==> src/rtl/vdp_vram_arb_pkg.sv <==
// Shared types for the VDP VRAM arbiter: FSM states, grant encoding and counter width.
// Optional round-robin low-priority sharing is selected with VDP_VRAM_ARB_RR_EN.
package vdp_vram_arb_pkg;

  typedef enum logic [1:0] {
    ST_IDLE,
    ST_ACCESS,
    ST_DONE
  } arb_state_t;

  typedef enum logic [1:0] {
    GNT_NONE,
    GNT_DISP,
    GNT_CPU,
    GNT_CMD
  } gnt_t;

  localparam int CNT_W = 3;

  // Bit positions inside the packed request vector handed to the picker.
  localparam int REQ_DISP = 0;
  localparam int REQ_CPU  = 1;
  localparam int REQ_CMD  = 2;

  function automatic logic is_low_grant(input gnt_t g);
    return (g == GNT_CPU) || (g == GNT_CMD);
  endfunction

endpackage

==> src/rtl/vdp_vram_arb_pick.sv <==
// Combinational winner selection: display always first, then cpu/cmd by fixed priority,
// or round-robin between cpu and cmd when VDP_VRAM_ARB_RR_EN is defined.
module vdp_vram_arb_pick
  import vdp_vram_arb_pkg::*;
(
  input  logic [2:0] req_i,
  input  logic       last_low_i,
  output gnt_t       gnt_o
);

  always_comb begin
    gnt_o = GNT_NONE;
    if (req_i[REQ_DISP]) begin
      gnt_o = GNT_DISP;
    end
`ifdef VDP_VRAM_ARB_RR_EN
    // last_low_i high means the next cpu/cmd tie goes to cmd.
    else if (req_i[REQ_CPU] && req_i[REQ_CMD]) begin
      gnt_o = last_low_i ? GNT_CMD : GNT_CPU;
    end
`endif
    else if (req_i[REQ_CPU]) begin
      gnt_o = GNT_CPU;
    end else if (req_i[REQ_CMD]) begin
      gnt_o = GNT_CMD;
    end
  end

`ifndef VDP_VRAM_ARB_RR_EN
  logic unused_last_low;
  assign unused_last_low = last_low_i;
`endif

endmodule

==> src/rtl/vdp_vram_arbiter.sv <==
// Single-port VRAM arbiter: one fixed-length access at a time for display, CPU and command engine.
// Define VDP_VRAM_ARB_RR_EN to share the low priority level round-robin between cpu and cmd.
module vdp_vram_arbiter
  import vdp_vram_arb_pkg::*;
#(
  parameter int ACCESS_CYCLES = 4,
  parameter int ADR_W         = 17
) (
  input  logic             CLK21M,
  input  logic             RESET,
  input  logic             disp_req,
  input  logic [ADR_W-1:0] disp_adr,
  output logic             disp_ack,
  input  logic             cpu_req,
  input  logic             cpu_wrt,
  input  logic [ADR_W-1:0] cpu_adr,
  input  logic [7:0]       cpu_wdata,
  output logic             cpu_ack,
  input  logic             cmd_req,
  input  logic             cmd_wrt,
  input  logic [ADR_W-1:0] cmd_adr,
  input  logic [7:0]       cmd_wdata,
  output logic             cmd_ack,
  output logic [15:0]      rdata,
  output logic [1:0]       grant_id,
  output logic             PRAMOE_N,
  output logic             PRAMWE_N,
  output logic [ADR_W-1:0] PRAMADR,
  input  logic [15:0]      PRAMDBI,
  output logic [7:0]       PRAMDBO
);

  arb_state_t       state_q, state_d;
  logic [CNT_W-1:0] cnt_q, cnt_d;
  gnt_t             gnt_q, gnt_d;
  logic             wrt_q, wrt_d;
  logic [ADR_W-1:0] adr_q, adr_d;
  logic [7:0]       dbo_q, dbo_d;
  logic [15:0]      rdata_q, rdata_d;
  logic             last_low;
  logic             last_cnt;
  gnt_t             pick;

  assign last_cnt = (cnt_q == CNT_W'(ACCESS_CYCLES - 1));

  vdp_vram_arb_pick u_pick (
    .req_i      ({cmd_req, cpu_req, disp_req}),
    .last_low_i (last_low),
    .gnt_o      (pick)
  );

`ifdef VDP_VRAM_ARB_RR_EN
  logic last_low_q, last_low_d;

  always_comb begin
    last_low_d = last_low_q;
    if (state_q == ST_IDLE && is_low_grant(pick)) begin
      last_low_d = ~last_low_q;
    end
  end

  always_ff @(posedge CLK21M) begin
    if (RESET) begin
      last_low_q <= 1'b0;
    end else begin
      last_low_q <= last_low_d;
    end
  end

  assign last_low = last_low_q;
`else
  assign last_low = 1'b0;
`endif

  always_comb begin
    state_d = state_q;
    cnt_d   = cnt_q;
    gnt_d   = gnt_q;
    wrt_d   = wrt_q;
    adr_d   = adr_q;
    dbo_d   = dbo_q;
    rdata_d = rdata_q;

    unique case (state_q)
      ST_IDLE: begin
        gnt_d = GNT_NONE;
        if (pick != GNT_NONE) begin
          state_d = ST_ACCESS;
          cnt_d   = '0;
          gnt_d   = pick;
          unique case (pick)
            GNT_DISP: begin
              adr_d = disp_adr;
              wrt_d = 1'b0;
            end
            GNT_CPU: begin
              adr_d = cpu_adr;
              wrt_d = cpu_wrt;
              if (cpu_wrt) begin
                dbo_d = cpu_wdata;
              end
            end
            GNT_CMD: begin
              adr_d = cmd_adr;
              wrt_d = cmd_wrt;
              if (cmd_wrt) begin
                dbo_d = cmd_wdata;
              end
            end
            default: ;
          endcase
        end
      end

      ST_ACCESS: begin
        cnt_d = cnt_q + CNT_W'(1);
        if (last_cnt) begin
          state_d = ST_DONE;
          if (!wrt_q) begin
            rdata_d = PRAMDBI;
          end
        end
      end

      ST_DONE: begin
        // Never re-grant here: the owner is still dropping its request this cycle.
        state_d = ST_IDLE;
        gnt_d   = GNT_NONE;
      end

      default: begin
        state_d = ST_IDLE;
        gnt_d   = GNT_NONE;
      end
    endcase
  end

  always_ff @(posedge CLK21M) begin
    if (RESET) begin
      state_q <= ST_IDLE;
      cnt_q   <= '0;
      gnt_q   <= GNT_NONE;
      wrt_q   <= 1'b0;
      adr_q   <= '0;
      dbo_q   <= '0;
      rdata_q <= '0;
    end else begin
      state_q <= state_d;
      cnt_q   <= cnt_d;
      gnt_q   <= gnt_d;
      wrt_q   <= wrt_d;
      adr_q   <= adr_d;
      dbo_q   <= dbo_d;
      rdata_q <= rdata_d;
    end
  end

  // WE_N rises one cycle before the access ends so write data holds past the rising edge.
  assign PRAMOE_N = !(state_q == ST_ACCESS && !wrt_q);
  assign PRAMWE_N = !(state_q == ST_ACCESS && wrt_q && !last_cnt);
  assign PRAMADR  = adr_q;
  assign PRAMDBO  = dbo_q;
  assign rdata    = rdata_q;
  assign grant_id = gnt_q;

  assign disp_ack = (state_q == ST_DONE) && (gnt_q == GNT_DISP);
  assign cpu_ack  = (state_q == ST_DONE) && (gnt_q == GNT_CPU);
  assign cmd_ack  = (state_q == ST_DONE) && (gnt_q == GNT_CMD);

endmodule
==> config.mk <==
export PLATFORM = sky130hd
export DESIGN_NAME = vdp_vram_arbiter
export DESIGN_NICKNAME = d
export VERILOG_FILES = /design/src/rtl/vdp_vram_arb_pkg.sv /design/src/rtl/vdp_vram_arb_pick.sv /design/src/rtl/vdp_vram_arbiter.sv
export SDC_FILE = /design/constraint.sdc
export NUM_CORES = 1
export LEC_CHECK = 0
export CORE_UTILIZATION = 35
export CTS_CLUSTER_DIAMETER = 50
export DETAILED_ROUTE_END_ITERATION = 10
export PLACE_DENSITY = 0.77
export SLEW_MARGIN = 0
export SYNTH_ARGS = -nofsm -noshare
export SYNTH_HDL_FRONTEND = slang
export SYNTH_HIERARCHICAL = 1
export SYNTH_SLANG_ARGS = --single-unit
==> constraint.sdc <==
create_clock -name CLK21M -period 1.5 [get_ports CLK21M]
set_input_delay 0.3 -clock CLK21M [delete_from_list [all_inputs] [get_ports CLK21M]]
set_output_delay 0.3 -clock CLK21M [all_outputs]
set_load 0.02 [all_outputs]
Yosys cells after proc, flatten, opt, wreduce, memory -nomap -nowiden:

Cells that the tools add are included.
Widths: inputs -> output; s select.

* $add $sub $neg: 1
* eq/ne operators: 13
* muxes and demuxes: 15
* bitwise operators: 1
* reduce and logical (&&, ||, !) cells: 20

Operators by type and width (number)
* $pmux 17 s3: 1
* $mux 8: 2
* $pmux 8 s2: 1
* $mux 2: 6
* $eq 2x2->1 const B: 5
* $ne 2x2->1 const B: 4
* $pmux 2 s2: 2
* $eq 2x1->1 const B: 3
* $logic_and 1x1->1: 6
* $pmux 3 s2: 1
* $reduce_and 3->1: 2
* $reduce_bool 2->1: 3
* $reduce_and 5->1: 1
* $logic_not 1->1: 4
* $reduce_and 2->1: 2
* $add 3x1->3 const B: 1
* $eq 3x2->1 const B: 1
* $mux 3: 1
* $pmux 1 s3: 1
* $reduce_bool 3->1: 1
* $logic_not 2->1: 1
* $not 1->1: 1

* bits in registers: 49
* input bits: 90
* output and inout port bits: 48
* logic and storage cells: 57

Logic depth before layout (Yosys ltp):

* depth in word-level cells: 6
* mapped depth: 7
* depth with buffers taken out: 5

By module:

The synthesis kept the hierarchy.

By module, submodules not included
* vdp_vram_arbiter: times used 1, cells each 249, area each 2471.1 µm², seq. area each 980.9 µm²
* vdp_vram_arb_pick: times used 1, cells each 4, area each 18.8 µm², seq. area each 0.0 µm²

Worst setup path after synthesis:

Ideal clock, no wire load.

* path kind: in2reg
* start point: input port cmd_req
* end point: register adr_q[0], in the netlist PRAMADR[0]
* setup time: 0.117 ns
* data arrival time: 1.333 ns
* required time: 1.383 ns
* path slack: 0.050 ns
* stages: 7
* path buffers: 2
* path through: nor2_1 nor2_1 buf_4 buf_6 mux2_1 a22oi_2 o2bb2ai_2

* word-level cells in the longest chain between the ends: 6
* elaborated cells between the ends (all ways): 10
* classes of those cells: 3 x eq/ne; 4 x mux; 3 x reduce/logical

Ends and longest elaborated chain
* start: declaration: line vdp_vram_arbiter.sv:19 `input logic cmd_req,`
* $mux 2 *: line vdp_vram_arb_pick.sv:24 `end else if (req_i[REQ_CMD]) begin`
* $mux 2 *: line vdp_vram_arb_pick.sv:22 `else if (req_i[REQ_CPU]) begin`
* $mux 2 *: line vdp_vram_arb_pick.sv:13 `if (req_i[REQ_DISP]) begin`
* net pick[1]: line vdp_vram_arbiter.sv:42 `gnt_t pick;`
* $eq 2x2->1 / $eq 2x1->1 (equally long branches): line vdp_vram_arbiter.sv:91 `unique case (pick)`
* $reduce_bool 3->1 (no line)
* $reduce_and 3->1 (no line)
* end signal: assignment: line vdp_vram_arbiter.sv:152 `adr_q <= adr_d;`
* end: declaration: line vdp_vram_arbiter.sv:37 `logic [ADR_W-1:0] adr_q, adr_d;`

Mark *: on every way through the listed nets, which the timed path passes. The rest lies on a longest branch.
A chain may end at the register's enable or synchronous reset.

Worst setup path in the final report:

* start point: register cnt_q[0]
* end point: output port PRAMWE_N

* word-level cells in the longest chain between the ends: 4

Ends and longest elaborated chain
* start: declaration: line vdp_vram_arbiter.sv:34 `logic [CNT_W-1:0] cnt_q, cnt_d;`
* start signal: assignment: line vdp_vram_arbiter.sv:149 `cnt_q <= cnt_d;`
* $eq 3x2->1: line vdp_vram_arbiter.sv:44 `assign last_cnt = (cnt_q == CNT_W'(ACCESS_CYCLES - 1));`
* $logic_not 1->1: line vdp_vram_arbiter.sv:160 `assign PRAMWE_N = !(state_q == ST_ACCESS && wrt_q && !last_cnt);`
* $logic_and 1x1->1: line vdp_vram_arbiter.sv:160
* $logic_not 1->1: line vdp_vram_arbiter.sv:160
* end: declaration: line vdp_vram_arbiter.sv:27 `output logic PRAMWE_N,`

No other way between the ends.

==> impl_metrics.tcl <==
set metrics [dict create \
    outcome "finished with violations" \
    violations "negative setup slack" \
    drt_iter0_drc 86 \
    dpl.hpwl_mm 5.34 \
    cts_tree "yes" \
    drtPass1Iterations 4 \
    die_h_um 86.3 \
    gp_congestion 0.718 \
    dp_worst_setup_slack_ns -0.567 \
    hold_buffers 0 \
    postSynthCellCount 252 \
    viasPerCell 4.91 \
    avgSynthCellArea_um2 9.87 \
    finalPower_uw 3270 \
    io_buffers 137 \
    max_slew_margin_pct 78.4 \
    antenna_found_initial 0 \
    crit_type "reg2out" \
    num-fill-cells 608 \
    worst_pin_slew_ns 0.324 \
    multi_input_area_um2 1440 \
    min_period_ns 1.53 \
    start_util_pct 36.4 \
    hold_class "reg2reg" \
    wl_met2_mm 3.49 \
    drv_cap 0 \
    cp_max_fo 2 \
    fmax_ghz 0.656 \
    arrival_ns 1.23 \
    drt-met1-wl_mm 2.86 \
    highest_layer "met4" \
    startpoint_type "flip-flop" \
    drive_above_1_share_pct 25.6 \
    cts_buffers 5 \
    wl_mm 6.95 \
    hold_violations 0 \
    crit_path_end_kind "output port" \
    cts_root_buf "clkbuf_8" \
    clock_sinks 49 \
    hold_slack_ns 0.454 \
    die_w_um 86.3 \
    synth_area_um2 2490 \
    seqCellArea_um2 986 \
    areaGrowthSynthToFinish_pct 70.6 \
    rows 30 \
    setup_viol_count_final 1 \
    layout_setup_ws_ns -0.0254 \
    period_share_pct 102 \
    grt_pass1_wl_mm 11.4 \
    skew_ns 0.00322 \
    dieArea_um2 7440 \
    syn_nets 344 \
    final_util_pct 62.1 \
    cts_max_path_buffers 2 \
    cts_max_level 2 \
    coreArea_um2 6830 \
    clock_latency_ns 0.30 \
    vdd_drop_max_mv 0.550 \
    path_clk_slew_ns 0.09 \
    mostFrequentLayoutCell "clkdlybuf4s50_1" \
    wire_per_inst_um 13.9 \
    drc_errors 0 \
    grt_start_max_net_pins 27 \
    diodes 0 \
    ant_nets 0 \
    grt.total_usage_pct 19.0 \
    grt-ovfl-total 0 \
    required_ns 1.20 \
    grt_setup_unrepaired "yes" \
    grt_pass1_vias 2458 \
    layout_common_cells "clkdlybuf4s50_1, dfxtp_1, dlygate4sd2_1" \
    finalMaxSlewViolations 0 \
    p_leak_uw 0.00171 \
    routed-wl-met3_um 522 \
    powerDensity_nw_per_um2 771 \
    vias 2451 \
    ioPinCount 138 \
    yosys_warnings 6 \
    num-nets-final 494 \
]
report_power, final:
part | switching (uW) | internal, uW
logic | 391 | 493
clock network | 459 | 499
registers | 55.2 | 1370
total | 905 | 2370
state kept, by name, summed over array words and instances, names as in the netlist:
signal and cells:
cnt_q 3, PRAMDBO 8, grant_id 2, rdata 16, PRAMADR 17, wrt_q 1, state_q 2
metrics by stage:
step,cell area [um^2],setup TNS [ns],cells
2_1_floorplan,2490,0,252
3_3_place_gp,4030,-13.84,485
3_5_place_dp,4030,-15.29,485
4_1_cts,4130,-0.136,496
5_1_grt,4240,-0.437,499
6_report,4240,-0.0254,499
cell type report:
cell class	count	area share, %
clock buffer	5	1.62
clock inverter	3	1.09
inverter	2	0.177
multi-input combinational	179	33.8
sequential	49	23.2
tap	96	2.83
timing repair buffer	165	37.2
path summary, 6_finish.rpt:
kind                 to  slack [ns]       start  cells past startpoint
min reg2reg    rdata[0]        0.45    rdata[0]                      2
max            PRAMWE_N       -0.03    cnt_q[0]                      5
max reg2reg  PRAMDBO[2]        0.07  state_q[0]                      5
min            rdata[0]        0.45    rdata[0]                      2
critical path, cell delays in order, from the launching register on:
cell	delay (ns)
dfxtp_2	0.35
ha_4	0.16
ha_4	0.16
nor2_4	0.07
nand2_2	0.05
buf_6	0.13
what timing repair did:
item	CTS	global route
gates cloned	1	0
buffers inserted	2	3
resized for setup	84	24
setup endpoints to repair	89	24
pin swaps	2	4
metal layers:
| metal | global-route usage (%) | up-vias |
|---|---|---|
| met5 | 0 | - |
| met1 | 22.1 | 1142 |
| met2 | 34.1 | 88 |
| met3 | 5.81 | 7 |
| li1 | - | 1214 |
| met4 | 4.70 | 0 |
Note: power is estimated with default switching activity, not from simulation.
